`src/rtl/muldiv_pkg.sv`:
```
`default_nettype none
// ============================================================================
// Module   : muldiv_pkg
// Brief    : Shared constants for the iterative RV32M multiply/divide sequencer
// Revision : 1.0
// ============================================================================
package muldiv_pkg;

    localparam int ITERS   = 32;
    localparam int LATENCY = 36;

    localparam logic [2:0] F3_MUL    = 3'd0;
    localparam logic [2:0] F3_MULH   = 3'd1;
    localparam logic [2:0] F3_MULHSU = 3'd2;
    localparam logic [2:0] F3_MULHU  = 3'd3;
    localparam logic [2:0] F3_DIV    = 3'd4;
    localparam logic [2:0] F3_DIVU   = 3'd5;
    localparam logic [2:0] F3_REM    = 3'd6;
    localparam logic [2:0] F3_REMU   = 3'd7;

    localparam logic [2:0] ST_IDLE   = 3'd0;
    localparam logic [2:0] ST_PREP_A = 3'd1;
    localparam logic [2:0] ST_PREP_B = 3'd2;
    localparam logic [2:0] ST_ITER   = 3'd3;
    localparam logic [2:0] ST_FIX_LO = 3'd4;
    localparam logic [2:0] ST_FIX_HI = 3'd5;
    localparam logic [2:0] ST_DONE   = 3'd6;

    function automatic logic signed_rs1(input logic [2:0] f3);
        return (f3 == F3_MULH) || (f3 == F3_MULHSU) || (f3 == F3_DIV) || (f3 == F3_REM);
    endfunction

    function automatic logic signed_rs2(input logic [2:0] f3);
        return (f3 == F3_MULH) || (f3 == F3_DIV) || (f3 == F3_REM);
    endfunction

endpackage
`default_nettype wire

```
`src/rtl/muldiv_seq_adder.sv`:
```
`default_nettype none
// ============================================================================
// Module   : muldiv_seq_adder
// Brief    : Core ripple-carry adder, y = a + b + cin with carry out
// Revision : 1.0
// ============================================================================
module muldiv_seq_adder #(
    parameter int WIDTH = 32
) (
    input  logic             cin,
    input  logic [WIDTH-1:0] a,
    input  logic [WIDTH-1:0] b,
    output logic             cout,
    output logic [WIDTH-1:0] y
);

    logic [WIDTH:0] w_c;

    assign w_c[0] = cin;

    for (genvar i = 0; i < WIDTH; i++) begin : g_bit
        assign y[i]     = a[i] ^ b[i] ^ w_c[i];
        assign w_c[i+1] = (a[i] & b[i]) | (w_c[i] & (a[i] ^ b[i]));
    end

    assign cout = w_c[WIDTH];

endmodule
`default_nettype wire

```
`src/rtl/muldiv_seq.sv`:
```
`default_nettype none
// ============================================================================
// Module   : muldiv_seq
// Brief    : Iterative RV32M multiply/divide over one shared adder, fixed 36-cycle schedule
// Revision : 1.0
// ============================================================================
module muldiv_seq #(
    parameter int XLEN  = 32,
    parameter int ITERS = 32
) (
    input  logic            clk,
    input  logic            rst_n,
    input  logic            flush,
    input  logic            req_valid,
    output logic            req_ready,
    input  logic [2:0]      req_funct3,
    input  logic [XLEN-1:0] req_a,
    input  logic [XLEN-1:0] req_b,
    output logic            resp_valid,
    input  logic            resp_ready,
    output logic [XLEN-1:0] resp_data,
    output logic            busy
);

    import muldiv_pkg::*;

    localparam int                c_CNT_W    = $clog2(ITERS);
    localparam logic [c_CNT_W-1:0] c_CNT_LAST = c_CNT_W'(ITERS - 1);
    localparam logic [XLEN-1:0]   c_INT_MIN  = {1'b1, {(XLEN-1){1'b0}}};

    logic [2:0]         r_state;
    logic [2:0]         w_state_nxt;
    logic [c_CNT_W-1:0] r_cnt;
    logic [2:0]         r_funct3;
    logic [XLEN-1:0]    r_hi;
    logic [XLEN-1:0]    r_lo;
    logic [XLEN-1:0]    r_opb;
    logic [XLEN-1:0]    r_spec_data;
    logic               r_neg_a;
    logic               r_neg_b;
    logic               r_neg_res;
    logic               r_carry;
    logic               r_special;

    logic               w_accept;
    logic               w_is_div;
    logic               w_is_rem;
    logic               w_div_take;
    logic               w_neg_a;
    logic               w_neg_b;
    logic               w_b_zero;
    logic               w_ovf;
    logic [XLEN-1:0]    w_shift;
    logic               w_add_cin;
    logic [XLEN-1:0]    w_add_a;
    logic [XLEN-1:0]    w_add_b;
    logic               w_add_cout;
    logic [XLEN-1:0]    w_add_y;

    assign w_accept   = req_valid & req_ready & ~flush;
    assign w_is_div   = r_funct3[2];
    assign w_is_rem   = r_funct3[2] & r_funct3[1];
    assign w_shift    = {r_hi[XLEN-2:0], r_lo[XLEN-1]};
    // R[31] set means the 33-bit shifted remainder already exceeds any divisor
    assign w_div_take = r_hi[XLEN-1] | w_add_cout;

    assign w_neg_a  = signed_rs1(req_funct3) & req_a[XLEN-1];
    assign w_neg_b  = signed_rs2(req_funct3) & req_b[XLEN-1];
    assign w_b_zero = (req_b == '0);
    assign w_ovf    = signed_rs2(req_funct3) & req_funct3[2] &
                      (req_a == c_INT_MIN) & (req_b == '1);

    muldiv_seq_adder #(
        .WIDTH (XLEN)
    ) u_adder (
        .cin  (w_add_cin),
        .a    (w_add_a),
        .b    (w_add_b),
        .cout (w_add_cout),
        .y    (w_add_y)
    );

    always_ff @(posedge clk or negedge rst_n) begin
        if (!rst_n) begin
            r_state <= ST_IDLE;
        end else begin
            r_state <= w_state_nxt;
        end
    end

    always_comb begin
        w_state_nxt = r_state;
        case (r_state)
            ST_IDLE:   if (w_accept) w_state_nxt = ST_PREP_A;
            ST_PREP_A: w_state_nxt = ST_PREP_B;
            ST_PREP_B: w_state_nxt = ST_ITER;
            ST_ITER:   if (r_cnt == c_CNT_LAST) w_state_nxt = ST_FIX_LO;
            ST_FIX_LO: w_state_nxt = ST_FIX_HI;
            ST_FIX_HI: w_state_nxt = ST_DONE;
            ST_DONE:   if (resp_ready) w_state_nxt = ST_IDLE;
            default:   w_state_nxt = ST_IDLE;
        endcase
        if (flush) begin
            w_state_nxt = ST_IDLE;
        end
    end

    always_comb begin
        req_ready  = (r_state == ST_IDLE);
        busy       = (r_state != ST_IDLE);
        resp_valid = (r_state == ST_DONE);
        resp_data  = '0;
        if (r_state == ST_DONE) begin
            if (r_special) begin
                resp_data = r_spec_data;
            end else if (r_funct3 == F3_MUL) begin
                resp_data = r_lo;
            end else if (w_is_div) begin
                resp_data = w_is_rem ? r_hi : r_lo;
            end else begin
                resp_data = r_hi;
            end
        end
    end

    // Adder operand mux: every negation is ~x + 1 (or ~x + carry for the high word)
    always_comb begin
        w_add_a   = '0;
        w_add_b   = '0;
        w_add_cin = 1'b0;
        case (r_state)
            ST_PREP_A: begin
                w_add_a   = ~r_lo;
                w_add_cin = 1'b1;
            end
            ST_PREP_B: begin
                w_add_a   = ~r_opb;
                w_add_cin = 1'b1;
            end
            ST_ITER: begin
                if (w_is_div) begin
                    w_add_a   = w_shift;
                    w_add_b   = ~r_opb;
                    w_add_cin = 1'b1;
                end else begin
                    w_add_a = r_hi;
                    w_add_b = r_lo[0] ? r_opb : '0;
                end
            end
            ST_FIX_LO: begin
                w_add_a   = w_is_rem ? ~r_hi : ~r_lo;
                w_add_cin = 1'b1;
            end
            ST_FIX_HI: begin
                w_add_a   = ~r_hi;
                w_add_cin = r_carry;
            end
            default: begin
                w_add_a   = '0;
                w_add_cin = 1'b0;
            end
        endcase
    end

    always_ff @(posedge clk or negedge rst_n) begin
        if (!rst_n) begin
            r_cnt       <= '0;
            r_funct3    <= '0;
            r_hi        <= '0;
            r_lo        <= '0;
            r_opb       <= '0;
            r_spec_data <= '0;
            r_neg_a     <= 1'b0;
            r_neg_b     <= 1'b0;
            r_neg_res   <= 1'b0;
            r_carry     <= 1'b0;
            r_special   <= 1'b0;
        end else if (w_accept) begin
            r_cnt     <= '0;
            r_funct3  <= req_funct3;
            r_hi      <= '0;
            r_lo      <= req_a;
            r_opb     <= req_b;
            r_carry   <= 1'b0;
            r_neg_a   <= w_neg_a;
            r_neg_b   <= w_neg_b;
            r_neg_res <= (req_funct3 == F3_REM) ? w_neg_a : (w_neg_a ^ w_neg_b);
            r_special <= req_funct3[2] & (w_b_zero | w_ovf);
            if (w_b_zero) begin
                r_spec_data <= req_funct3[1] ? req_a : '1;
            end else begin
                r_spec_data <= req_funct3[1] ? '0 : c_INT_MIN;
            end
        end else begin
            case (r_state)
                ST_PREP_A: if (r_neg_a) r_lo <= w_add_y;
                ST_PREP_B: if (r_neg_b) r_opb <= w_add_y;
                ST_ITER: begin
                    r_cnt <= r_cnt + 1'b1;
                    if (!w_is_div) begin
                        {r_hi, r_lo} <= {w_add_cout, w_add_y, r_lo[XLEN-1:1]};
                    end else if (w_div_take) begin
                        r_hi <= w_add_y;
                        r_lo <= {r_lo[XLEN-2:0], 1'b1};
                    end else begin
                        r_hi <= w_shift;
                        r_lo <= {r_lo[XLEN-2:0], 1'b0};
                    end
                end
                ST_FIX_LO: begin
                    if (r_neg_res) begin
                        if (!w_is_div) begin
                            r_lo    <= w_add_y;
                            r_carry <= w_add_cout;
                        end else if (w_is_rem) begin
                            r_hi <= w_add_y;
                        end else begin
                            r_lo <= w_add_y;
                        end
                    end
                end
                ST_FIX_HI: if (r_neg_res && !w_is_div) r_hi <= w_add_y;
                default: ;
            endcase
        end
    end

endmodule
`default_nettype wire

```
`config.mk`:
```
export PLATFORM = sky130hd
export DESIGN_NAME = muldiv_seq
export DESIGN_NICKNAME = d
export VERILOG_FILES = /design/src/rtl/muldiv_pkg.sv /design/src/rtl/muldiv_seq_adder.sv /design/src/rtl/muldiv_seq.sv
export SDC_FILE = /design/constraint.sdc
export NUM_CORES = 1
export LEC_CHECK = 0
export BUFFER_PORTS_ARGS = -buffer_cell sky130_fd_sc_hd__buf_4
export CAP_MARGIN = 20
export CORE_MARGIN = 2
export CORE_UTILIZATION = 50
export DETAILED_ROUTE_END_ITERATION = 8
export PLACE_DENSITY = 0.69
export SLEW_MARGIN = 10
export SYNTH_ARGS = -nofsm -noshare
export SYNTH_HDL_FRONTEND = slang
export SYNTH_SLANG_ARGS = --single-unit
```
`constraint.sdc`:
```
create_clock -name clk -period 20.5 [get_ports clk]
set_clock_uncertainty 0.1 [all_clocks]
set_input_delay 5.125 -clock clk [delete_from_list [all_inputs] [get_ports clk]]
set_output_delay 5.125 -clock clk [all_outputs]
set_load 0.01 [all_outputs]
```
# == After elaboration in Yosys (flattened, before gate mapping) ==
# Cells that the tools add are included.
# totals
input_bits,72
out_inout_bits,35
regBits,144
elab_cells,283
# classes
bitwise_logic,176
eq_ne,23
n_mux,47
n_reduce_logical,24
addsub,1
# op_table
cell,count
32-bit 2-to-1 mux,29
32-bit case mux with 3 select lines,2
32-bit case mux with 5 select lines,1
32-bit NOT,3
1-bit AND,73
1-bit XOR,65
"32-bit equality test, second input constant",2
1-bit OR,34
32-bit zero test,1
3-bit case mux with 7 select lines,1
"3-bit inequality test, second input constant",6
"3-bit equality test, second input constant",5
3-bit 2-to-1 mux,4
5-bit 2-to-1 mux,2
2-bit nonzero test,5
"3-bit by 2-bit equality test with 1-bit output, second input constant",3
4-bit nonzero test,2
1-bit 2-to-1 mux,7
"3-bit by 1-bit equality test with 1-bit output, second input constant",2
3-bit zero test,2
"3-bit by 2-bit inequality test with 1-bit output, second input constant",2
3-bit AND reduction,2
"5-bit by 1-bit adder with 5-bit output, second input constant",1
"5-bit equality test, second input constant",1
12 further kinds,16

# == Depth between registers and ports, before layout ==
# logic_depth
depth_word,73
mapped_depth,46
depth_no_buf,41

# == Hierarchy ==
# Synthesis repeated with hierarchy kept, for this count alone.
# unflattened
cells_unflattened,1340
hier_area_um2,12112.9
# by_module_without_submodules
mod,area_each_um2,seq_area_each_um2,cells_per_inst,n_inst
muldiv_seq,11434.7,3603.5,1298,1
muldiv_seq_adder,678.2,0.0,42,1

# == Worst setup path before layout ==
# No wires, ideal clock.
# synth_path
path_kind,register to register
from,reg r_funct3[2]
to,reg r_hi[10]
slack_ns,3.285
path_stages_with_launch,47
path_buffers,6
t_required_ns,20.275
arrival_time_ns,16.990
setup_time_ns,0.125
period_less_slack_ns,17.215
path_cell_list,dfrtp_1 > clkbuf_1 > buf_2 > buf_2 > buf_1 > o22ai_1 > nand2_1 > nand3_1 > fa_1 > fa_1 > fa_1 > fa_1 > fa_1 > fa_1 > fa_1 > fa_1 > fa_1 > fa_1 > [11 not listed] > fa_1 > fa_1 > fa_1 > fa_1 > fa_1 > fa_1 > fa_1 > fa_1 > fa_1 > fa_1 > inv_1 > fa_1 > o21a_1 > or2_2 > clkbuf_1 > clkbuf_1 > a211oi_1 > mux2_2
# synth_between
elab_chain_cells,73
word_cells_on_any_way,153
cone_classes,eq/ne (3); mux (15); bitwise (132); reduce/logical (3)
# synth_rtl
element,line,rtl
from (decl),muldiv_seq.sv:34,logic [2:0] r_funct3;
from (signal assigned),muldiv_seq.sv:180,r_funct3 <= req_funct3;
1-bit AND,muldiv_seq.sv:62,assign w_is_rem = r_funct3[2] & r_funct3[1];
32-bit 2-to-1 mux,muldiv_seq.sv:151,w_add_a = w_is_rem ? ~r_hi : ~r_lo;
32-bit case mux with 5 select lines,muldiv_seq.sv:131,case (r_state)
1-bit XOR,muldiv_seq_adder.sv:23,assign w_c[i+1] = (a[i] & b[i]) | (w_c[i] & (a[i] ^ b[i]));
1-bit AND,muldiv_seq_adder.sv:23,
1-bit OR,muldiv_seq_adder.sv:23,
1-bit AND,muldiv_seq_adder.sv:23,
1-bit OR,muldiv_seq_adder.sv:23,
[57 not listed],-,
1-bit OR,muldiv_seq_adder.sv:23,
1-bit AND,muldiv_seq_adder.sv:23,
1-bit OR,muldiv_seq_adder.sv:23,
1-bit OR,muldiv_seq.sv:65,assign w_div_take = r_hi[XLEN-1] | w_add_cout;
32-bit 2-to-1 mux,muldiv_seq.sv:202,end else if (w_div_take) begin
32-bit 2-to-1 mux,muldiv_seq.sv:200,if (!w_is_div) begin
32-bit case mux with 3 select lines,muldiv_seq.sv:195,case (r_state)
32-bit 2-to-1 mux,muldiv_seq.sv:178,end else if (w_accept) begin
to (signal assigned),muldiv_seq.sv:201,"{r_hi, r_lo} <= {w_add_cout, w_add_y, r_lo[XLEN-1:1]};"
to (signal assigned),muldiv_seq.sv:203,r_hi <= w_add_y;
to (signal assigned),muldiv_seq.sv:206,r_hi <= w_shift;
to (decl),muldiv_seq.sv:35,logic [XLEN-1:0] r_hi;
# Several ways; a longest one is shown, not always the timed one. The select of a mux whose other input is x is not followed.
# A chain may end at the register's enable or synchronous reset.

# == Worst setup path after layout ==
# layout_path
from,reg r_funct3[2]
to,reg r_hi[31]
# Same word-level chain as after synthesis.

==> results.txt <==
- Worst-margin pin slew: slightly above 1 ns
* Multiplexer fraction of the synthesized cell area: 0.2101
- Number of nets in the layout: 1410
- Total overflow reported by the global router: 0
- Async set-reset flop share out of synthesis: 1.000
- The number of global-route vias before repair came to a little over 10000.
- Root buffer selected by CTS: clkbuf_16
- Of the total synthesized cell area, the portion taken by full adders, half adders and majority gates is 0.05838.
- Setup repair after global routing left no endpoint under its margin.
- STA classifies the critical path endpoint as a register.
- Met3 Wirelength: 2542 um
- Cells after synthesis: roughly 1300
- Synth-to-layout area growth: 12.84%
* Data arrival time at the worst-slack endpoint: between 15 and 20 ns
- Ranked by total cell area, the synthesized netlist is headed by dfrtp_1, mux2_2, mux2i_1.
- Syn Nets: between 1000 and 1500
- Highest Signal Layer: met4
* Global-route wire length before repair: around 58000 um
- The initial utilization of the core area, before any placement, comes to 0.5071.
- Detailed Route WL: ~36000 um
- Routability Congestion: about 0.89
* Clock latency on the worst-skew pair: about 0.43 ns
- Sinks on the clock net: between 100 and 150
* Final Hold Violating Endpoints: 0
- Each instance of the synthesized netlist takes up on average slightly above 9 sq um.
- Across the whole layout, storage elements account for between 3000 and 4000 sq um.
- Final hold slack: approximately 0.4 ns
- Number of antenna violations at the first check in global routing: 1
- Area occupied by multi-input gates: between 7000 and 8000 sq um
- Die Width: around 160 um
* Parity-gate share of the synthesized area counting xor and xnor cells: 0.003701
* Delay contributed by the slowest stage of the critical path: ~0.76 ns
* Level count of the clock H-tree: 4
* CTS tree: done
- The die covers between 20000 and 25000 sq um.
* I/O pin total: between 100 and 150
- Of all nets on the critical path, the largest fanout is 80.
* Type of the setup path with the least slack: reg2reg
- Once detailed placement completed, the half-perimeter wirelength came to about 24000 um.
* Row count: 56
- Chip height: about 160 um
- Static leakage power: roughly 6.0 nW
- Number of vias in the routed layout: about 11000
* Tot GR Track Use: 0.2967
* EDFF count, synth: 0
- The first TritonRoute pass finished after 5 iterations.
- For the final routed database, the setup TNS stands at 0 ns.
* Total of cells resized after clock tree synthesis: 0
- In this run the remaining antenna-violating nets after routing total 0.
* Number of distinct library cell variants in the gate-level netlist after synthesis: 57
* DR WL/cell: around 22 um
- Metal2 WL: approximately 17000 um
- Setup-failing EPs final: 0
- Final Cycle Share: 0.9017
* Type of the worst min-delay path: reg2reg
* Ys flop type: dfrtp_1
- The number of max-slew violations in the final report came to 0.
* Number of max-cap violations: 0
- Simple logic cell fraction of the synthesized area: 0.1475
- Buffers added on ports: 106
- For the worst setup path, the data required time is 20.71 ns.
- Post-cts hold buffer count: 0
- Category of the worst setup path launch point: register
- Of all cell types, the one taking the most synthesized area is dfrtp_1.
* Total clock buffers created by CTS: 17
- M1 wire length: 16080 um
- Via density per instance: 6.467
* Area share of the largest cell type after synthesis: 0.3046
* Clock period minus worst slack: 18.49 ns
- By instance count, the leading cell after synthesis is nand2_1.
- Max clock buf depth: 2
* Post-synthesis sequential element count: ~140
* Pwr Density: ~110 nW/um^2
- Entering global routing, the biggest net connects 95 pins.
* Critical-path cell with the highest stage delay: buf_4
* Post-CTS Setup Repair Bufs: 0
- Mapped Area: around 12000 sq um
- Share of post-route cells with drive strength above 1: 0.2283
- Synth Area in Compound Gates: 0.2277
- Iteration-0 DRC Markers: between 900 and 1000
* Most numerous cell types in the synthesized netlist: nand2_1, dfrtp_1, o21ai_0, mux2_2, mux2i_1
- After synthesis, the largest family of logic cells by area is compound AO/OA/AOI/OAI gates.
* Maximum vdd ir drop: between 60 and 70 uV
* Number of filler cells placed in the layout: ~2100
- Worst max-slew margin expressed relative to the limit: 0.3095
- Static timing analysis puts the maximum clock frequency at roughly 54 MHz.
- Portion of the post-synthesis area used by sequential elements: 0.3046
- Most frequent cell on the critical path: fa_1
- The worst register-to-register path has a setup slack of ~2.0 ns.
- The flow ran to the end, and the final reports show no timing, DRC or antenna violations.
- DRC violation count after routing: 0
- The core region is 23330 sq um.
- Clock-pin slew was measured on the worst setup and hold paths at approximately 0.060 ns.
* Warning count from the yosys run: 0
## per-stage QoR
step	std cells	utilization	setup slack, ns	total power [mW]	area [sq um]
after floorplan	1278	-	3.285	0.9308	11830
after global placement	1602	0.5463	2.452	1.094	12750
after detailed placement	1602	0.5463	2.228	1.113	12750
after CTS	1633	0.5721	2.077	1.443	13350
after global routing	1633	0.5721	1.415	1.539	13350
final	1634	0.5722	2.015	1.452	13350
## worst paths after layout
| path | start | end | depth (start not counted) |
|---|---|---|---|
| worst max-delay path | r_funct3[2]$_DFFE_PN0P_ | r_hi[31]$_DFFE_PN0P_ | 42 |
| worst min-delay path | r_neg_a$_DFFE_PN0P_ | r_neg_a$_DFFE_PN0P_ | 2 |
| worst max register to register | r_funct3[2]$_DFFE_PN0P_ | r_hi[31]$_DFFE_PN0P_ | 42 |
| worst min register to register | r_neg_a$_DFFE_PN0P_ | r_neg_a$_DFFE_PN0P_ | 2 |
| max in group asynchronous | rst_n | r_funct3[2]$_DFFE_PN0P_ | 2 |
| min in group asynchronous | rst_n | r_spec_data[4]$_DFFE_PN0P_ | 1 |
## power by group
part           leakage, nW  internal (mW)  switching, mW
Clock                0.289          0.194          0.131
Combinational         3.84          0.295          0.356
Sequential            1.90          0.358          0.117
Total                 6.03          0.848          0.604
## layout make-up
| cell class | instances | share of cell area |
|---|---|---|
| multi-input combinational | 998 | 0.5781 |
| antenna | 1 | 0.0001874 |
| sequential | 144 | 0.2703 |
| clock buffer | 18 | 0.03290 |
| tap | 319 | 0.02990 |
| clock inverter | 13 | 0.01218 |
| timing repair buffer | 130 | 0.07338 |
| inverter | 11 | 0.003093 |
## layer usage
layer  global-route usage  vias to the layer above
li1                     -                     4849
met5                    0                        -
met2               0.4673                      443
met4               0.1195                        0
met3              0.05968                       79
met1               0.4005                     5196
## logic make-up (layout without fill, tap and decap cells)
family,count (synthesis),after routing
buffers and inverters,136,172
DFF,144,144
adders and majority gates,36,36
and+or+nand+nor,352,352
muxes,221,221
AOI/OAI and AO/OA,384,384
xor gates and xnor gates,5,5
other,0,1
## flip-flops by register name, summed over array words and instances (netlist names)
name,flops
r_neg_a,1
r_neg_res,1
r_hi,32
r_special,1
r_cnt,5
r_funct3,3
r_lo,32
r_neg_b,1
r_state,3
r_spec_data,32
r_opb,32
r_carry,1
## cells in the final DEF, fill, tap and decap left out, drive strengths merged, types with 6 or more instances in the layout
cell and n:
nand2 149, dfrtp 144, buf 130, mux2 126
o21ai 104, mux2i 95, nand2b 68, o22ai 65
a211oi 62, nor2 46, o31ai 36, o211a 32
and3 32, fa 32, a22o 32, a2111oi 30
clkbuf 18, nor4 15, inv 12, nand4 10
a21oi 7, nor3 7, clkinv 6
## worst max-delay path, delay by kind of cell, from the launching register on
family,cells,cell delay [ns]
flip-flops,1,0.57
buffers and inverters,3,1.18
AND/OR/NAND/NOR,1,0.66
AO/OA/AOI/OAI,4,0.60
multiplexers,2,0.51
adder cells (fa/ha/maj),32,14.66
No activity file was read; power rests on OpenSTA's default activity.
